<file path="src/rtl/motor_ramp_pkg.sv">
// Shared types and constants for the motor slew-rate limiter.
package motor_pkg;

    // Largest drive magnitude the motor controller accepts on either axis.
    localparam int MAG_MAX = 1023;

    // Signed drive word used for targets and outputs.
    typedef logic signed [10:0] drive_t;

    // Only the most negative code lies outside [-MAG_MAX, +MAG_MAX].
    localparam drive_t DRIVE_OVF = 11'sh400;
    localparam drive_t DRIVE_MIN = -11'sd1023;

    typedef enum logic [1:0] {
        IDLE  = 2'd0,
        RAMP  = 2'd1,
        ESTOP = 2'd2
    } ramp_state_t;

    // Fold -1024 onto -1023 so the downstream 10-bit magnitude cannot overflow.
    function automatic drive_t sat_drive(input drive_t value);
        return (value == DRIVE_OVF) ? DRIVE_MIN : value;
    endfunction

endpackage

</file>
<file path="src/rtl/motor_ramp_if.sv">
// Target command channel: upstream steering logic hands over a left/right pair.
interface motor_ramp_if;
    import motor_pkg::*;

    logic   cmd_vld;
    logic   cmd_rdy;
    drive_t cmd_lft;
    drive_t cmd_rht;

    modport master (
        output cmd_vld,
        output cmd_lft,
        output cmd_rht,
        input  cmd_rdy
    );

    modport slave (
        input  cmd_vld,
        input  cmd_lft,
        input  cmd_rht,
        output cmd_rdy
    );

endinterface

</file>
<file path="src/rtl/motor_ramp_axis.sv">
// One wheel axis: target register, saturation and bounded-step arithmetic.
module ramp_axis
    import motor_pkg::*;
#(
    parameter int STEP = 16
) (
    input  logic   clk,
    input  logic   rst,
    input  logic   clr_i,        // emergency stop: drop target and output to 0
    input  logic   load_i,       // latch a new target from cmd_i
    input  logic   tick_i,       // apply one step toward the target
    input  drive_t cmd_i,
    output drive_t cur_o,
    output logic   at_tgt_o,     // the next tick lands this axis on its target
    output logic   cmd_moves_o   // the offered command differs from the output
);

    localparam drive_t      STEP_W   = drive_t'(STEP);
    localparam logic [11:0] STEP_MAG = 12'(STEP);

    drive_t tgt_q, tgt_d;
    drive_t cur_q, cur_d;
    drive_t cmd_sat;
    drive_t stepped;

    logic signed [11:0] diff;
    logic [11:0]        mag;
    logic               step_done;

    // Step arithmetic: 12-bit difference so a full -1023..+1023 swing cannot wrap.
    always_comb begin
        cmd_sat   = sat_drive(cmd_i);
        diff      = {tgt_q[10], tgt_q} - {cur_q[10], cur_q};
        mag       = diff[11] ? 12'(-diff) : 12'(diff);
        step_done = (mag <= STEP_MAG);
        if (step_done) begin
            stepped = tgt_q;
        end else if (diff[11]) begin
            stepped = cur_q - STEP_W;
        end else begin
            stepped = cur_q + STEP_W;
        end
    end

    // Next-state for target and output; estop clear dominates load and tick.
    always_comb begin
        tgt_d = tgt_q;
        cur_d = cur_q;
        if (clr_i) begin
            tgt_d = '0;
            cur_d = '0;
        end else begin
            if (load_i) begin
                tgt_d = cmd_sat;
            end
            if (tick_i) begin
                cur_d = stepped;
            end
        end
    end

    // Axis registers.
    always_ff @(posedge clk) begin
        if (rst) begin
            tgt_q <= '0;
            cur_q <= '0;
        end else begin
            tgt_q <= tgt_d;
            cur_q <= cur_d;
        end
    end

    assign cur_o       = cur_q;
    assign at_tgt_o    = step_done;
    assign cmd_moves_o = (cmd_sat != cur_q);

endmodule

</file>
<file path="src/rtl/motor_ramp.sv">
// Slew-rate limiter in front of the motor controller: FSM, tick counter, handshake.
module motor_ramp
    import motor_pkg::*;
#(
    parameter int STEP     = 16,
    parameter int TICK_DIV = 1024
) (
    input  logic         clk,
    input  logic         rst,
    motor_ramp_if.slave  cmd,
    input  logic         estop,
    output drive_t       lft,
    output drive_t       rht,
    output logic         busy
);

    localparam int             N_AXIS   = 2;
    localparam int             CNT_W    = (TICK_DIV > 2) ? $clog2(TICK_DIV) : 1;
    localparam logic [CNT_W-1:0] CNT_LAST = CNT_W'(TICK_DIV - 1);

    ramp_state_t state_q, state_d;
    logic [CNT_W-1:0] cnt_q, cnt_d;

    logic rdy;
    logic accept;
    logic tick;
    logic load;

    drive_t              cmd_arr [N_AXIS];
    drive_t              cur_arr [N_AXIS];
    logic [N_AXIS-1:0]   at_tgt;
    logic [N_AXIS-1:0]   cmd_moves;

    assign cmd_arr[0] = cmd.cmd_lft;
    assign cmd_arr[1] = cmd.cmd_rht;

    // Left and right axes share every control strobe.
    for (genvar gi = 0; gi < N_AXIS; gi++) begin : g_axis
        ramp_axis #(
            .STEP (STEP)
        ) u_axis (
            .clk         (clk),
            .rst         (rst),
            .clr_i       (estop),
            .load_i      (load),
            .tick_i      (tick),
            .cmd_i       (cmd_arr[gi]),
            .cur_o       (cur_arr[gi]),
            .at_tgt_o    (at_tgt[gi]),
            .cmd_moves_o (cmd_moves[gi])
        );
    end

    assign accept = cmd.cmd_vld && rdy;
    assign load   = accept;

    // State register.
    always_ff @(posedge clk) begin
        if (rst) begin
            state_q <= IDLE;
        end else begin
            state_q <= state_d;
        end
    end

    // Next-state logic; estop overrides everything.
    always_comb begin
        state_d = state_q;
        if (estop) begin
            state_d = ESTOP;
        end else begin
            case (state_q)
                IDLE: begin
                    if (accept && (|cmd_moves)) begin
                        state_d = RAMP;
                    end
                end
                RAMP: begin
                    // A target arriving on the exit tick keeps us ramping; the next
                    // tick re-evaluates against the new target.
                    if (tick && (&at_tgt) && !accept) begin
                        state_d = IDLE;
                    end
                end
                ESTOP: begin
                    state_d = IDLE;
                end
                default: begin
                    state_d = IDLE;
                end
            endcase
        end
    end

    // FSM outputs: handshake ready, busy flag and the ramp tick strobe.
    always_comb begin
        rdy  = !rst && !estop && (state_q != ESTOP);
        busy = (state_q == RAMP);
        tick = (state_q == RAMP) && (cnt_q == CNT_LAST);
    end

    // Tick counter runs only while ramping; retargets in RAMP keep the cadence.
    always_comb begin
        cnt_d = '0;
        if ((state_q == RAMP) && !estop && !tick) begin
            cnt_d = cnt_q + CNT_W'(1);
        end
    end

    // Tick counter register.
    always_ff @(posedge clk) begin
        if (rst) begin
            cnt_q <= '0;
        end else begin
            cnt_q <= cnt_d;
        end
    end

    assign cmd.cmd_rdy = rdy;
    assign lft         = cur_arr[0];
    assign rht         = cur_arr[1];

endmodule

</file>
<file path="src/flat_wrapper.sv">
// flat-port wrapper written by rule: the top's interface ports become plain ports
module motor_ramp_flat import motor_pkg::*;
#(
    parameter int STEP     = 16,
    parameter int TICK_DIV = 1024
)
  (clk, rst, estop, lft, rht, busy, cmd_cmd_vld, cmd_cmd_lft, cmd_cmd_rht, cmd_cmd_rdy);
  motor_ramp_if cmd_i ();
  input  logic clk;
  input  logic rst;
  input  logic estop;
  output drive_t lft;
  output drive_t rht;
  output logic busy;
  input wire logic [$bits(cmd_i.cmd_vld)-1:0] cmd_cmd_vld;
  input wire logic [$bits(cmd_i.cmd_lft)-1:0] cmd_cmd_lft;
  input wire logic [$bits(cmd_i.cmd_rht)-1:0] cmd_cmd_rht;
  output wire logic [$bits(cmd_i.cmd_rdy)-1:0] cmd_cmd_rdy;
  assign cmd_i.cmd_vld = cmd_cmd_vld;
  assign cmd_i.cmd_lft = cmd_cmd_lft;
  assign cmd_i.cmd_rht = cmd_cmd_rht;
  assign cmd_cmd_rdy = cmd_i.cmd_rdy;
  motor_ramp #(.STEP(STEP), .TICK_DIV(TICK_DIV)) u_core (.clk(clk), .rst(rst), .cmd(cmd_i), .estop(estop), .lft(lft), .rht(rht), .busy(busy));
endmodule
</file>
<file path="config.mk">
export PLATFORM = sky130hd
export DESIGN_NAME = motor_ramp_flat
export DESIGN_NICKNAME = d
export VERILOG_FILES = /design/src/rtl/motor_ramp_pkg.sv /design/src/rtl/motor_ramp_if.sv /design/src/rtl/motor_ramp_axis.sv /design/src/rtl/motor_ramp.sv /design/src/flat_wrapper.sv
export SDC_FILE = /design/constraint.sdc
export NUM_CORES = 1
export LEC_CHECK = 0
export CORE_MARGIN = 5
export CORE_UTILIZATION = 54
export CTS_BUF_LIST = sky130_fd_sc_hd__clkbuf_8
export DETAILED_ROUTE_END_ITERATION = 8
export GPL_ROUTABILITY_DRIVEN = 0
export PLACE_DENSITY = 0.92
export SLEW_MARGIN = 20
export SYNTH_ARGS = -nofsm -noshare
export SYNTH_HDL_FRONTEND = slang
export SYNTH_HIERARCHICAL = 1
export SYNTH_SLANG_ARGS = --single-unit
</file>
<file path="constraint.sdc">
create_clock -name clk -period 3.2 [get_ports clk]
set_input_delay 0.8 -clock clk [delete_from_list [all_inputs] [get_ports clk]]
set_output_delay 0.8 -clock clk [all_outputs]
set_load 0.02 [all_outputs]
</file>
==> impl_metrics.yaml <==
pwr:
  pwr-share-clk_pct: 23.1
  power_frac_comb_pct: 35.6
  p_leak_nw: 2.75
  total_power_mw: 1.69
  p_switching_mw: 0.552
  p_int_mw: 1.14
  seqPwrFrac_pct: 41.3
  p_per_area_nw_per_um2: 251
  switching_share_pct: 32.6
  peakVddDrop_mv: 0.210
sta:
  slew_violations: 0
  holdWs_ps: 486
  fmax_mhz: 290
  finClkSkew_ps: 10.9
  hold_viol_final: 0
  post-route-period-util_pct: 108
  final-setup-viol-count: 22
  setup_ws_ps: -251
  relSlewSlack_pct: 37.2
  tightestPinTransition_ps: 930
  period_needed_ps: 3450
  rsz0062_at_grt: "true"
placement:
  dpl_cell_area_sq_um: 5820
  dpl.cell_count: 774
  dp_hpwl_um: 10700
  dp_slack_ps: -207
  portBuffers: 49
layout:
  diodes: 0
  syn2layout_area_growth_pct: 43.0
  design_area_sq_um: 6750
  final_cell_mix: "92 x buf_4, 52 x nor2_1, 48 x clkdlybuf4s50_1, 35 x dfxtp_1, 33 x mux2i_1"
  drive_gt1_share_pct: 33.3
  mostFrequentLayoutCell: "buf_4"
  nNetsFinal: 779
  fin_cells: 825
clock_network:
  cts.htree.levels: 2
  cts_hold_buf: 0
  cts_tree: "done"
  clk_path_buf_depth: 2
  cts_buffers: 5
  clk_pin_slew_ps: 110
  clk_latency_ps: 320
  clock_sinks: 56
  cts_root_buffer: "clkbuf_8"
route:
  drtPass1Iterations: 5
  drtAntennaViolNets: 0
  dr_total_vias: 5539
  totalWireLength_um: 18400
  wl_per_cell_um: 22.3
  via_per_inst: 6.71
  drt-initial-drc-count: 556
  drc: 0
floorplan:
  die_h_um: 103
  die_area_sq_um: 10700
  start_util_pct: 54.7
  rows: 34
  die_w_um: 103
  io_pins: 50
  core_sq_um: 8640
setup_path:
  path_max_fanout: 6
  worstSetupPathType: "flop to flop"
  endpoint_kind: "flop"
  required_ps: 3440
  cp.arrival_ps: 3690
  start_kind: "flop"
synthesis:
  synth.distinct_cells: 76
  synth-edff-count: 0
  syn_inst: 573
  synth.avg_cell_area_sq_um: 8.24
  async_flop_share_pct: 0
  synth.top_cell.area_share_pct: 23.8
  seq_area_frac_synth_pct: 23.8
  ys_ff_latch: 56
  synthFlopType: "dfxtp_1"
  synth_area_sq_um: 4720
  netlist_top_cells_area: "dfxtp_1 24%, ha_1 8.7%, mux2i_1 7.0%"
  synth_nets: 636
  netlist.top_cell.by_area: "dfxtp_1"
  ys.warnings.count: 6
global_route:
  overflow: 0
  busiest_layer: "met2"
  grt_usage_pct: 28.9
  use_met3_pct: 5.03
  grt_pass1_vias: 5304
  use_met1_pct: 33.0
  antenna_found_initial: 0
  grt_use_met2_pct: 51.0
  grt_pass1_wl_um: 24600
  grt_start_max_net_pins: 24
status:
  violations: "setup timing"
  run_status: "complete, but fails checks"
job:
  max-cap-violations: 0
worst_hold_path:
  worstHoldPathType: "flop to flop"
[critical path, cell delays in order, from the launching register on]
cell      delay [ps]
dfxtp_2          340
inv_2             70
ha_4             130
inv_2             40
fa_2             370
a21o_4           240
a221oi_2         330
xnor2_2          170
buf_4            150
nor2b_1          190
o21ai_0          210
nor3_2           300
o221ai_4         140
buf_6            160
or3_4            330
a21oi_2          180
[state kept, by name, summed over array words and instances (netlist names)]
signal	count
u_core/g_axis.u_axis/tgt_q	22
u_core/g_axis.u_axis/cur_o	22
u_core/state_q	2
u_core/cnt_q	10
[layout make-up]
| type | count | area, sq um |
|---|---|---|
| clock buffer | 5 | 68.8 |
| clock inverter | 3 | 13.8 |
| fill | 470 | 1890 |
| inverter | 44 | 183 |
| multi-input combinational | 458 | 3870 |
| sequential | 56 | 1170 |
| tap | 108 | 135 |
| timing repair buffer | 151 | 1310 |
[path summary, 6_finish.rpt]
kind,from,to,slack [ps],cells past startpoint
setup / recovery,u_core/g_axis[1].u_axis/tgt_q[0],u_core/g_axis[1].u_axis/cur_o[1],-250,15
hold / removal,u_core/cnt_q[0],u_core/cnt_q[0],490,1
setup reg to reg,u_core/g_axis[1].u_axis/tgt_q[0],u_core/g_axis[1].u_axis/cur_o[1],-250,15
hold reg to reg,u_core/cnt_q[0],u_core/cnt_q[0],490,1
[kinds of logic after synthesis]
group / after synthesis / share of synthesized area, %
adders and majority gates: 37 / 10.4
muxes: 34 / 7.32
and+or+nand+nor: 179 / 19.9
buffers and inverters: 59 / 5.41
AOI/OAI and AO/OA: 160 / 24.3
DFF: 56 / 23.8
xor gates and xnor gates: 48 / 8.91
[metal layers]
metal / wire, um / vias up
met5: 0 / -
met3: 1580 / 138
li1: - / 2385
met1: 6830 / 2630
met4: 1200 / 0
met2: 8810 / 386
[through the flow]
stage                     setup TNS [ps]  utilization (%)
final                              -3000             78.2
after global routing               -4770             78.2
after CTS                          -13.4             72.4
after detailed placement           -2710             67.4
after global placement             -2.76             67.4
after floorplan                    -7.68                -
[power groups by stage]
| stage | Combinational [mW] | Clock (mW) | Sequential (mW) |
|---|---|---|---|
| after floorplan | 0.282 | 0 | 0.715 |
| after global placement | 0.393 | 0 | 0.716 |
| after detailed placement | 0.411 | 0 | 0.717 |
| after CTS | 0.483 | 0.384 | 0.701 |
| after global routing | 0.626 | 0.417 | 0.700 |
| final | 0.602 | 0.391 | 0.699 |
[synthesized netlist by cell type, types with 7 or more instances]
library cell and number:
a21o_1 17, nor2_1 55, dfxtp_1 56, xor2_1 25, o21ai_0 26, inv_1 42
nor4_1 9, xnor2_1 23, nor3_1 12, or3_1 13, nand2_1 24, nand4_1 8
clkbuf_1 8, a21oi_1 39, nor2b_1 8, mux2i_1 33, ha_1 33, a211oi_1 7
nand3_1 18
[timing repair]
action / 4_1_cts / 5_1_grt
pin swaps: 29 / 46
setup buffers: 27 / 17
resized for setup: 41 / 83
setup endpoints to repair: 23 / 24
(Power assumes the default switching activity.)
